### config.mk
export PLATFORM = sky130hd
export DESIGN_NAME = cond_flag_stage
export DESIGN_NICKNAME = d
export VERILOG_FILES = /design/src/rtl/cond_flag_stage.sv
export SDC_FILE = /design/constraint.sdc
export NUM_CORES = 1
export LEC_CHECK = 0
export ABC_AREA = 1
export BUFFER_PORTS_ARGS = -buffer_cell sky130_fd_sc_hd__buf_4
export CAP_MARGIN = 20
export CORE_ASPECT_RATIO = 1.1
export CORE_MARGIN = 2
export CORE_UTILIZATION = 48
export CTS_CLUSTER_DIAMETER = 200
export DETAILED_ROUTE_END_ITERATION = 16
export HOLD_SLACK_MARGIN = 0.06
export PLACE_DENSITY = 0.79
export SKIP_CTS_REPAIR_TIMING = 1
export SYNTH_ARGS = -nofsm -noshare
export SYNTH_HDL_FRONTEND = slang
export SYNTH_SLANG_ARGS = --single-unit
### constraint.sdc
create_clock -name clk -period 1.9 [get_ports clk]
set_input_delay 0.19 -clock clk [delete_from_list [all_inputs] [get_ports clk]]
set_output_delay 0.19 -clock clk [all_outputs]
set_load 0.05 [all_outputs]
### src/rtl/cond_flag_stage.sv
// Post-ALU stage: holds the architectural NZCV flags, evaluates the condition
// field against them, gates write enables and registers the result for writeback.
module cond_flag_stage #(
  parameter int N  = 32,
  parameter int CW = 16
) (
  input  logic          clk,
  input  logic          rst,
  input  logic          in_valid,
  output logic          in_ready,
  input  logic [N-1:0]  alu_result,
  input  logic [3:0]    alu_flags,
  input  logic [3:0]    cond,
  input  logic [1:0]    flag_w,
  input  logic          reg_w_in,
  input  logic          mem_w_in,
  input  logic          pc_src_in,
  input  logic [3:0]    rd_in,
  input  logic          flush,
  output logic          out_valid,
  input  logic          out_ready,
  output logic [N-1:0]  out_result,
  output logic [3:0]    out_rd,
  output logic          reg_write,
  output logic          mem_write,
  output logic          pc_src,
  output logic          cond_ex,
  output logic [3:0]    flags,
  output logic [CW-1:0] squash_cnt
);

  logic          r_vld_p1;
  logic [N-1:0]  r_result_p1;
  logic [3:0]    r_rd_p1;
  logic          r_reg_w_p1;
  logic          r_mem_w_p1;
  logic          r_pc_src_p1;
  logic          r_cex_p1;
  logic [3:0]    r_flags;
  logic [CW-1:0] r_squash_cnt;

  logic          w_in_ready;
  logic          w_accept;
  logic          w_pass;

  // ARM condition codes evaluated on {N,Z,C,V}; 1111 never passes.
  function automatic logic cond_eval(input logic [3:0] c, input logic [3:0] f);
    logic n, z, cf, v;
    n  = f[3];
    z  = f[2];
    cf = f[1];
    v  = f[0];
    case (c)
      4'b0000: cond_eval = z;
      4'b0001: cond_eval = ~z;
      4'b0010: cond_eval = cf;
      4'b0011: cond_eval = ~cf;
      4'b0100: cond_eval = n;
      4'b0101: cond_eval = ~n;
      4'b0110: cond_eval = v;
      4'b0111: cond_eval = ~v;
      4'b1000: cond_eval = cf & ~z;
      4'b1001: cond_eval = ~cf | z;
      4'b1010: cond_eval = (n == v);
      4'b1011: cond_eval = (n != v);
      4'b1100: cond_eval = ~z & (n == v);
      4'b1101: cond_eval = z | (n != v);
      4'b1110: cond_eval = 1'b1;
      default: cond_eval = 1'b0;
    endcase
  endfunction

  function automatic logic [CW-1:0] sat_inc(input logic [CW-1:0] x);
    sat_inc = (&x) ? x : x + 1'b1;
  endfunction

  assign w_in_ready = ~flush & (~r_vld_p1 | out_ready);
  assign w_accept   = in_valid & w_in_ready;
  // Condition sees the registered flags, i.e. those written by the previous accept.
  assign w_pass     = cond_eval(cond, r_flags);

  // Stage boundary p0 -> p1
  always_ff @(posedge clk) begin
    if (rst) begin
      r_vld_p1     <= 1'b0;
      r_result_p1  <= '0;
      r_rd_p1      <= '0;
      r_reg_w_p1   <= 1'b0;
      r_mem_w_p1   <= 1'b0;
      r_pc_src_p1  <= 1'b0;
      r_cex_p1     <= 1'b0;
      r_flags      <= 4'b0000;
      r_squash_cnt <= '0;
    end else if (w_accept) begin
      r_vld_p1    <= 1'b1;
      r_result_p1 <= alu_result;
      r_rd_p1     <= rd_in;
      r_reg_w_p1  <= reg_w_in & w_pass;
      r_mem_w_p1  <= mem_w_in & w_pass;
      r_pc_src_p1 <= pc_src_in & w_pass;
      r_cex_p1    <= w_pass;
      if (w_pass) begin
        if (flag_w[1]) r_flags[3:2] <= alu_flags[3:2];
        if (flag_w[0]) r_flags[1:0] <= alu_flags[1:0];
      end else begin
        r_squash_cnt <= sat_inc(r_squash_cnt);
      end
    end else if (flush | out_ready) begin
      r_vld_p1 <= 1'b0;
    end
  end

  assign in_ready   = w_in_ready;
  assign out_valid  = r_vld_p1;
  assign out_result = r_result_p1;
  assign out_rd     = r_rd_p1;
  assign reg_write  = r_reg_w_p1;
  assign mem_write  = r_mem_w_p1;
  assign pc_src     = r_pc_src_p1;
  assign cond_ex    = r_cex_p1;
  assign flags      = r_flags;
  assign squash_cnt = r_squash_cnt;

endmodule
# After elaboration in Yosys (flattened, before gate mapping)
# Cells that the tools add are included.
# word_totals
regBits	61
latchBits	0
ram_bits	0
romBits	0
inputBits	54
out_inout_bits	62
elab_cells	55
mem_count	0
# classes
add_sub_neg	1
multipliers	0
div	0
n_lt_le_gt_ge	0
n_eq_ne	16
n_shift	0
mux	3
bitwise	19
reduce_logical	6
# ops
operator	n
== test 4 bit (second input constant)	7
adder 16 x 1 -> 16 bit (second input constant)	1
== test 4 x 3 -> 1 bit (second input constant)	4
AND reduction 16 bit	1
one-hot mux 1 bit (15 select lines)	1
AND reduction 3 bit	3
== test 4 x 2 -> 1 bit (second input constant)	2
NOT 1 bit	8
AND 1 bit	7
== test 4 x 1 -> 1 bit (second input constant)	1
zero test 4 bit	1
bitwise OR 1 bit	4
2-to-1 mux 1 bit	2
nonzero test 2 bit	1
== test 1 bit	1
!= test 1 bit	1

# Depth between registers and ports, before layout
# Gate-level depths: netlist (run 1).
# logic_depth
ltp_word	5
ltp_mapped	14
mapped_depth_nobuf	13

# Worst setup path before layout (run 1)
# Ideal clock, no wire load.
# synth_timing
path_kind	reg-to-reg
from	reg r_squash_cnt[0] (netlist: squash_cnt[0])
to	reg r_squash_cnt[0] (netlist: squash_cnt[0])
setup_ns	0.128
arrival_ns	1.844
required_time_ns	1.772
path_slack_ns	-0.071
stages_incl_launch_ff	10
path_buffers	1
path_cell_list	dfxtp_1 > ha_1 > nand3_1 > nor3_2 > nand4_1 > buf_2 > nand3_4 > nand2_1 > nand2_1 > nor2_1
# synth_between
elab_chain_len	3
# synth_lines
element	line	text
start: declaration	40	logic [CW-1:0] r_squash_cnt;
start signal: assignment	106	r_squash_cnt <= sat_inc(r_squash_cnt);
branches (longest 3 deep; another with adder 16 x 1 -> 16 bit)	-	
# Parallel ways; which one is timed is not known.
# A chain may end at the register's enable or synchronous reset.

# Final worst setup path (run 1)
# layout_timing
from	reg r_squash_cnt[0] (netlist: squash_cnt[0])
to	reg r_squash_cnt[1] (netlist: squash_cnt[1])
# Same word-level chain as after synthesis.

==> results.txt, run 1 <==
vias in the first global route - 3147
first-pass GRT wire length - 13300 um
share of cells above drive strength 1 - 28.3%
final hold violations - 0
clk sink count - 61
reg2reg end - squash_cnt[1]$_SDFFE_PP0P_
status - completed
worst setup path end - squash_cnt[1]$_SDFFE_PP0P_
number of fill cells - 477
post-route cell area - 4080 um^2
Startpoint Class - flop
antenna violations before repair - 0
Std-Cell Rows - 29
clk buf depth - 2
top cells by area, synth - dfxtp_1 42%, nand2_1 20%, a21oi_1 8.0%
min Tclk post-route - 1.82 ns
Clock transition at path regs - 0.07 ns
# DRC - 0
Initial Utilization - 49.9%
Post-synth EDFFs - 0
area of the multi-input gates - 1440 um^2
Inserted Diodes - 0
Die Area - 6630 um^2
Vias - 3235
period utilization - 95.9%
crit-path cells - ha_1 > nand3_1 > nor3_4 > nand4_1 > buf_4 > nand3_4 > nand2_1 > nand2_1 > nor2_1
syn avg cell area - 6.57 um^2
hold crit path type - input pin to flop
GRT overflow - 0
worst setup path class - flop to flop
CP endpoint kind - flop
H-tree Lvls - 3
Place WS - 0.0713 ns
Root Driver - clkbuf_8
final wirelength - 8190 um
most used routing layer - met2
cell family with most CP delay - simple AND/OR/NAND/NOR gates
total core area - 5770 um^2
slowest cell delay on critical path - 0.38 ns
CTS Buf Count - 9
dominant synthesized flop cell - dfxtp_1
setup ws final - 0.0775 ns
sequential cell area - 1230 um^2
critical path required time - 2.13 ns
GR met2 Demand/Resource - 44.2%
Die Width - 77.8 um
DP HPWL - 5760 um
met3 usage in global routing - 9.26%
Yosys top cell area share - 42.5%
distinct cell type count of the synthesized netlist - 26
Final GP Congestion - 0.945
Worst R2R Path Depth - 9
Slowest-stage cell, CP - dfxtp_2
#FFs+latches synth - 61
cell taking the most area after synthesis - dfxtp_1
worst hold slack - 0.103 ns
Port Buffers - 115
CP Launch Point - squash_cnt[0]$_SDFFE_PP0P_
maximum number of pins on one net before global-route repair - 42
Die H - 85.2 um
CTS tree - built
synthesis-to-layout area growth - 41.7%
Slew Limit Fails - 0
WL/cell - 12.9 um
Critical Path Most Common Cell - nand2_1
Seq/Total Area, Yosys - 42.5%
Leakage - 2.04 nW
Core Util, Final - 70.7%
DP Area - 3810 um^2
Final Setup Violations - 0
First-pass DRT Iterations - 7
post-route ant nets - 0
fmax - 549 MHz
Syn Nets - 493
Reg2Reg Launch Point - squash_cnt[0]$_SDFFE_PP0P_
WHS Path Cells - 3
Vias/cell - 5.09
YS warnings - 0
Skew-Pair Late Insertion Delay - 0.34 ns
Clock Skews - 0.00761 ns
ys async rst share - 0%
Post-Syn Area - 2880 um^2
commonest cells in the netlist - 157 x nand2_1, 61 x dfxtp_1, 46 x a21oi_1, 46 x nor2_1, 44 x inv_1
met1 Use GR - 26.3%
P per Cell Area - 811 nW/um^2
instance count on the critical path - 9
Max FO, Critical Path - 10
most frequent cell after synthesis - nand2_1
VDD IR max - 0.000646 V
Iter 0 DRT Violations - 151
total chip power - 3.31 mW
Ports - 116
GRT Util Overall - 24.9%
Worst Tran Pin Value - 0.431 ns
Post-Syn Instances - 438
number of nets in the layout - 608
Max Cap Violations - 0
WP data arrival - 2.05 ns
CP Buf/Inv Count - 1
flop-to-flop setup slack - 0.08 ns
slew margin rel. - 71.2%
-- power by group --
group          switching, mW  leakage, nW  internal [mW]
Clock                  0.521        0.112          0.771
Combinational          0.422         1.42          0.222
Sequential            0.0384        0.499           1.33
-- layout by cell type (no fill, tap or decap), types with 3 or more instances in the layout --
cell type | synthesis | final
a21oi_1 | 46 | 46
buf_4 | 2 | 121
clkbuf_8 | 0 | 10
dfxtp_1 | 61 | 57
dfxtp_2 | 0 | 3
inv_1 | 44 | 44
inv_2 | 3 | 3
nand2_1 | 157 | 157
nand3_1 | 33 | 33
nand4_1 | 8 | 8
nor2_1 | 46 | 45
nor2_2 | 2 | 3
xor2_1 | 3 | 3
-- worst min path at each step --
stage / from / endpoint
5_1_grt: alu_result[8] / out_result[8]$_SDFFE_PP0P_
3_5_place_dp: alu_result[2] / out_result[2]$_SDFFE_PP0P_
2_1_floorplan: flag_w[0] / flags[0]$_SDFFE_PP0P_
3_3_place_gp: alu_result[30] / out_result[30]$_SDFFE_PP0P_
4_1_cts: alu_result[23] / out_result[23]$_SDFFE_PP0P_
6_report: alu_result[23] / out_result[23]$_SDFFE_PP0P_
-- state kept, by name (all words and copies together) (netlist names) --
name and cells:
cond_ex 1, flags 4, mem_write 1, out_rd 4, out_result 32, out_valid 1, pc_src 1, reg_write 1
squash_cnt 16
-- metrics by stage --
step,setup TNS [ns],cells
final,0,635
after floorplan,0,438
after global routing,-0.118,635
after detailed placement,0,618
after global placement,0,618
after CTS,0,634
-- metal layers --
metal	up-vias	part of all wire, %
met5	-	0
met4	0	2.2
met3	21	8.7
met2	143	51
met1	1468	38
li1	1603	-
-- tightest hold or removal path, cell delays in order --
cell and delay (ns):
buf_4 0.11, nand2_1 0.05, a21oi_1 0.05
-- cells by family (layout without fill, tap and decap cells) --
logic type,Yosys count,count (layout),synth area share [%]
xor gates and xnor gates,3,3,0.914
adders and majority gates,1,1,0.435
AOI/OAI and AO/OA,51,51,9.09
and+or+nand+nor,257,258,38.2
DFF,61,61,42.5
buffers and inverters,65,184,8.87
-- final cells by class --
cell class                      count  share of cell area (%)
Tap cell                           77                    2.36
Inverter                           47                    4.33
Clock buffer                       10                    3.38
Clock inverter                      6                    2.12
Multi-Input combinational cell    313                    35.4
Sequential cell                    61                    30.1
Timing Repair Buffer              121                    22.3
(Power assumes the default switching activity.)
==> run 2: changes to the inputs <==
--- a/config.mk
+++ b/config.mk
@@ -8,7 +8,6 @@
 export ABC_AREA = 1
 export BUFFER_PORTS_ARGS = -buffer_cell sky130_fd_sc_hd__buf_4
 export CAP_MARGIN = 20
-export CORE_ASPECT_RATIO = 1.1
 export CORE_MARGIN = 2
 export CORE_UTILIZATION = 48
 export CTS_CLUSTER_DIAMETER = 200
==> run 2 against run 1 <==
Routed wire length shrank 4.5%. Critical path type unchanged. Final cell count shrank 0.16%. Core utilization fell by 1.4 points. Sequential share of layout area rose by 0.12 points. Critical path depth increased by 4. Largest cell class unchanged. Non-clock buffer count grew 2. Clock skew grew 0.0025 ns. Setup slack better by 0.091 ns. First-iteration DRC count down 21%. Maximum frequency is 5.3% higher. Global-route usage is 0.69 points lower.
==> results.txt, run 2 (same netlist as run 1, synthesis figures left out) <==
CTS tree - built
Final GP Congestion - 0.868
synthesis-to-layout area growth - 40.8%
Die H - 81.4 um
total negative slack - 0 ns
most common cell after layout, fill and taps aside - nand2_1
Ports - 116
fmax - 577 MHz
most frequent cells in the layout - 157 x nand2_1, 123 x buf_4, 57 x dfxtp_1
share of cells above drive strength 1 - 28.4%
period utilization - 91.1%
Reg2Reg Launch Point - flags[3]$_SDFFE_PP0P_
Max FO, Critical Path - 7
GRT overflow - 0
antenna violations before repair - 0
first-pass GRT wire length - 12500 um
min Tclk post-route - 1.73 ns
Die Area - 6630 um^2
Leakage - 2.01 nW
Largest register FFs - 32
CP endpoint kind - flop
Slew Limit Fails - 0
Worst Tran Pin Value - 0.427 ns
Clock transition at path regs - 0.07 ns
Port Buffers - 115
status - completed
number of nets in the layout - 609
Clock Skews - 0.0101 ns
Skew-Pair Late Insertion Delay - 0.33 ns
clk buf depth - 2
Core Util, Final - 69.2%
P per Cell Area - 807 nW/um^2
Vias - 3109
Root Driver - clkbuf_8
Startpoint Class - flop
Final Setup Violations - 0
# DRC - 0
WP data arrival - 1.94 ns
critical path required time - 2.11 ns
Inserted Diodes - 0
final hold violations - 0
Max Cap Violations - 0
maximum number of pins on one net before global-route repair - 41
Vias/cell - 4.90
slew margin rel. - 71.5%
worst setup path class - flop to flop
First-pass DRT Iterations - 4
total core area - 5850 um^2
Iter 0 DRT Violations - 119
RSZ-0062 raised after global routing - false
Std-Cell Rows - 28
Initial Utilization - 49.2%
vias in the first global route - 2894
DP HPWL - 5760 um
post-route ant nets - 0
WL/cell - 12.3 um
final wirelength - 7820 um
H-tree Lvls - 3
total chip power - 3.27 mW
hold crit path type - input pin to flop
clk sink count - 61
CTS Buf Count - 9
Die Width - 81.4 um
CP Launch Point - flags[3]$_SDFFE_PP0P_
VDD IR max - 0.000614 V
GRT Util Overall - 24.2%
worst hold start - alu_result[24]
run 2: power breakdown:
| group | internal, mW | switching [mW] | leakage (nW) |
|---|---|---|---|
| clock network | 0.739 | 0.516 | 0.110 |
| registers | 1.33 | 0.0367 | 0.499 |
| logic | 0.227 | 0.420 | 1.40 |
run 2: per-stage QoR:
step	setup slack [ns]	cells	area (um^2)	hold WS (ns)
3_3_place_gp	0.252	618	3820	0.442
3_5_place_dp	0.172	618	3820	0.450
2_1_floorplan	0.0801	438	2880	0.335
5_1_grt	0.00480	634	4050	0.0995
6_report	0.168	634	4050	0.104
4_1_cts	0.149	634	4040	0.0870
run 2: worst max-delay path, stage by stage (launching register included):
cell and delay, ns:
dfxtp_2 0.36, inv_2 0.09, nand2_1 0.05, nand2_1 0.12, nand2_1 0.09, nand2_1 0.10, o21ai_1 0.08, nand2_1 0.11
nand3_4 0.13, nor2_2 0.13, buf_4 0.16, nand3_1 0.07, nand2_1 0.07, nor2_1 0.04
run 2: cell type report:
type | count | area [um^2]
flip-flops and latches | 61 | 1230
repair buffers | 123 | 923
well taps | 75 | 93.8
inverters | 47 | 176
multi-input cells | 312 | 1420
clock inverters | 6 | 87.6
clock buffers | 10 | 128
fillers | 531 | 1800
run 2: layer usage:
metal | track usage [%] | wire length (um) | share of wire (%) | up-vias
met2 | 42.7 | 3810 | 49 | 91
met4 | 8.47 | 102 | 1.3 | 0
met1 | 26.1 | 3210 | 41 | 1404
met3 | 9.89 | 705 | 9.0 | 12
met5 | 0 | 0 | 0 | -
li1 | - | - | - | 1602
run 2: final timing paths:
check | cells after the start | slack [ns] | endpoint
min reg2reg | 2 | 0.46 | out_result[28]$_SDFFE_PP0P_
min | 3 | 0.10 | out_result[24]$_SDFFE_PP0P_
max | 13 | 0.17 | squash_cnt[15]$_SDFFE_PP0P_
max reg2reg | 13 | 0.17 | squash_cnt[15]$_SDFFE_PP0P_
==> run 3: changes to the inputs <==
--- a/config.mk
+++ b/config.mk
@@ -5,15 +5,14 @@
 export SDC_FILE = /design/constraint.sdc
 export NUM_CORES = 1
 export LEC_CHECK = 0
-export ABC_AREA = 1
 export BUFFER_PORTS_ARGS = -buffer_cell sky130_fd_sc_hd__buf_4
 export CAP_MARGIN = 20
 export CORE_MARGIN = 2
-export CORE_UTILIZATION = 48
+export CORE_UTILIZATION = 51
 export CTS_CLUSTER_DIAMETER = 200
 export DETAILED_ROUTE_END_ITERATION = 16
 export HOLD_SLACK_MARGIN = 0.06
-export PLACE_DENSITY = 0.79
+export PLACE_DENSITY = 0.85
 export SKIP_CTS_REPAIR_TIMING = 1
 export SYNTH_ARGS = -nofsm -noshare
 export SYNTH_HDL_FRONTEND = slang
==> constraint.sdc (replaced) <==
create_clock -name clk -period 2.1 [get_ports clk]
set_input_delay 0.21 -clock clk [delete_from_list [all_inputs] [get_ports clk]]
set_output_delay 0.21 -clock clk [all_outputs]
set_load 0.05 [all_outputs]
==> run 3 against run 2 <==
Via count down 9.4%. Sequential cell count unchanged. Register-to-register slack worse by 0.13 ns. Global-route usage up 0.38 points. Critical path type unchanged. Critical endpoint is now squash_cnt[7]$_SDFFE_PP0P_. Largest cell class unchanged. Largest power group unchanged.
==> results.txt, run 3 <==
First-pass DRT Iterations - 4
share of cells above drive strength 1 - 37.2%
vias in the first global route - 2631
H-tree Lvls - 3
first-pass GRT wire length - 11900 um
Die Width - 77.2 um
post-synthesis mux area share - 4.71%
syn avg cell area - 8.07 um^2
most frequent cells in the layout - 134 x buf_4, 84 x nand2_1, 53 x dfxtp_1
Post-Syn Area - 2740 um^2
flop-to-flop setup slack - 0.04 ns
Yosys top cell area share - 44.6%
fmax - 485 MHz
VDD IR max - 0.000631 V
Worst Tran Pin Value - 0.534 ns
Syn Nets - 394
main combinational cell family by area after synthesis - simple AND/OR/NAND/NOR gates
synthesis-to-layout area growth - 47.9%
CP Buf/Inv Count - 1
Post-Syn Instances - 339
Std-Cell Rows - 26
maximum number of pins on one net before global-route repair - 58
GRT overflow - 0
compound-cell area share of the yosys netlist - 12.9%
GRT Util Overall - 24.6%
clk buf depth - 2
status - completed
post-route ant nets - 0
Ports - 116
Post-Synth Simple-Gate Area - 32.1%
CTS Buf Count - 9
Synth Area in Adders - 0.457%
CP endpoint kind - flop
total chip power - 2.86 mW
commonest cells in the netlist - 84 x nand2_1, 61 x dfxtp_1, 44 x a21oi_1
ys async rst share - 0%
Leakage - 1.78 nW
most common cell after layout, fill and taps aside - buf_4
worst setup path class - flop to flop
WP data arrival - 2.28 ns
Vias - 2816
Final Setup Violations - 0
Max Cap Violations - 0
period utilization - 98.1%
clk sink count - 61
slew margin rel. - 64.4%
number of nets in the layout - 521
antenna violations before repair - 0
Inserted Diodes - 0
Initial Utilization - 53.2%
Final GP Congestion - 0.928
CTS tree - built
number of fill cells - 390
distinct cell type count of the synthesized netlist - 43
Max FO, Critical Path - 7
RSZ-0062 raised after global routing - true
dominant synthesized flop cell - dfxtp_1
Clock Skews - 0.00789 ns
min Tclk post-route - 2.06 ns
most frequent cell after synthesis - nand2_1
slowest cell delay on critical path - 0.38 ns
final hold violations - 0
cell family with most CP delay - simple AND/OR/NAND/NOR gates
Core Util, Final - 78.7%
Root Driver - clkbuf_8
Skew-Pair Late Insertion Delay - 0.33 ns
total core area - 5140 um^2
Seq/Total Area, Yosys - 44.6%
crit-path cells - xor2_1 > and3_1 > o311a_4 > nor3_2 > buf_4 > nand4_1 > mux2_2
#FFs+latches synth - 61
top cells by area, synth - dfxtp_1 45%, nand2_1 12%, a21oi_1 8.1%
Post-synth EDFFs - 0
Vias/cell - 5.21
final wirelength - 7370 um
WL/cell - 13.6 um
DP HPWL - 5270 um
YS warnings - 0
Startpoint Class - flop
Slew Limit Fails - 0
Port Buffers - 115
Clock transition at path regs - 0.07 ns
hold crit path type - input pin to flop
Synth Area in XOR/XNOR - 1.92%
Die H - 77.2 um
Iter 0 DRT Violations - 127
cell taking the most area after synthesis - dfxtp_1
# DRC - 0
P per Cell Area - 707 nW/um^2
Die Area - 5960 um^2
Largest register FFs - 32
Slowest-stage cell, CP - o311a_4
critical path required time - 2.32 ns
run 3: cell types whose count changed in the layout (fill, tap and decap cells not counted), moves of 5 or more:
cell      before  now
nor2b_1        0   12
inv_1         43    3
nor2_1        45   22
buf_4        123  134
nand3_1       33    7
mux2i_1        0    5
nand2_1      157   84
dfxtp_4        0    5
nand2b_1       0   12
run 3: cell type report:
cell class              instances  area [um^2]  area share, %
inverters                       3         11.3          0.278
flip-flops and latches         61         1240           30.8
clock buffers                  13          190           4.70
well taps                      70         87.6           2.17
clock inverters                 2         37.5          0.928
repair buffers                136         1040           25.6
multi-input cells             255         1440           35.6
run 3: power breakdown:
part	total, mW	leakage [nW]	internal (mW)	switching (mW)
clock network	1.15	0.113	0.711	0.441
registers	1.22	0.502	1.19	0.0236
logic	0.489	1.17	0.193	0.296
total	2.86	1.78	2.10	0.761
run 3: through the flow:
step	std cells	hold slack (ns)	setup slack, ns	instance area [um^2]	setup TNS, ns
after detailed placement	524	0.394	0.0456	3800	0
final	540	0.122	0.0393	4040	0
after global routing	540	0.121	-0.0611	4040	-0.200
after CTS	539	0.0449	0.0335	4030	0
after global placement	524	0.384	0.0840	3800	0
after floorplan	339	0.282	-0.0556	2760	-0.145
run 3: tightest hold or removal path, stage by stage:
cell	delay [ns]
buf_4	0.11
nand2_1	0.04
a21oi_1	0.05
run 3: kinds of logic after synthesis:
group	Yosys count
buf+inv	23
compound gates	60
mux	12
xor+xnor	6
fa+ha+maj	1
simple gates	176
flops	61
run 3: per-layer routing:
metal / wire (um) / track usage [%]
met5: 0 / 0
met4: 172 / 11.4
met3: 415 / 5.18
met2: 3770 / 42.0
met1: 3000 / 29.5
run 3: path summary, 6_finish.rpt:
path | start | end | cells past startpoint
setup / recovery | flags[0]$_SDFFE_PP0P_ | squash_cnt[7]$_SDFFE_PP0P_ | 7
hold / removal | alu_result[5] | out_result[5]$_SDFFE_PP0P_ | 3
setup reg to reg | flags[0]$_SDFFE_PP0P_ | squash_cnt[7]$_SDFFE_PP0P_ | 7
hold reg to reg | out_result[29]$_SDFFE_PP0P_ | out_result[29]$_SDFFE_PP0P_ | 2
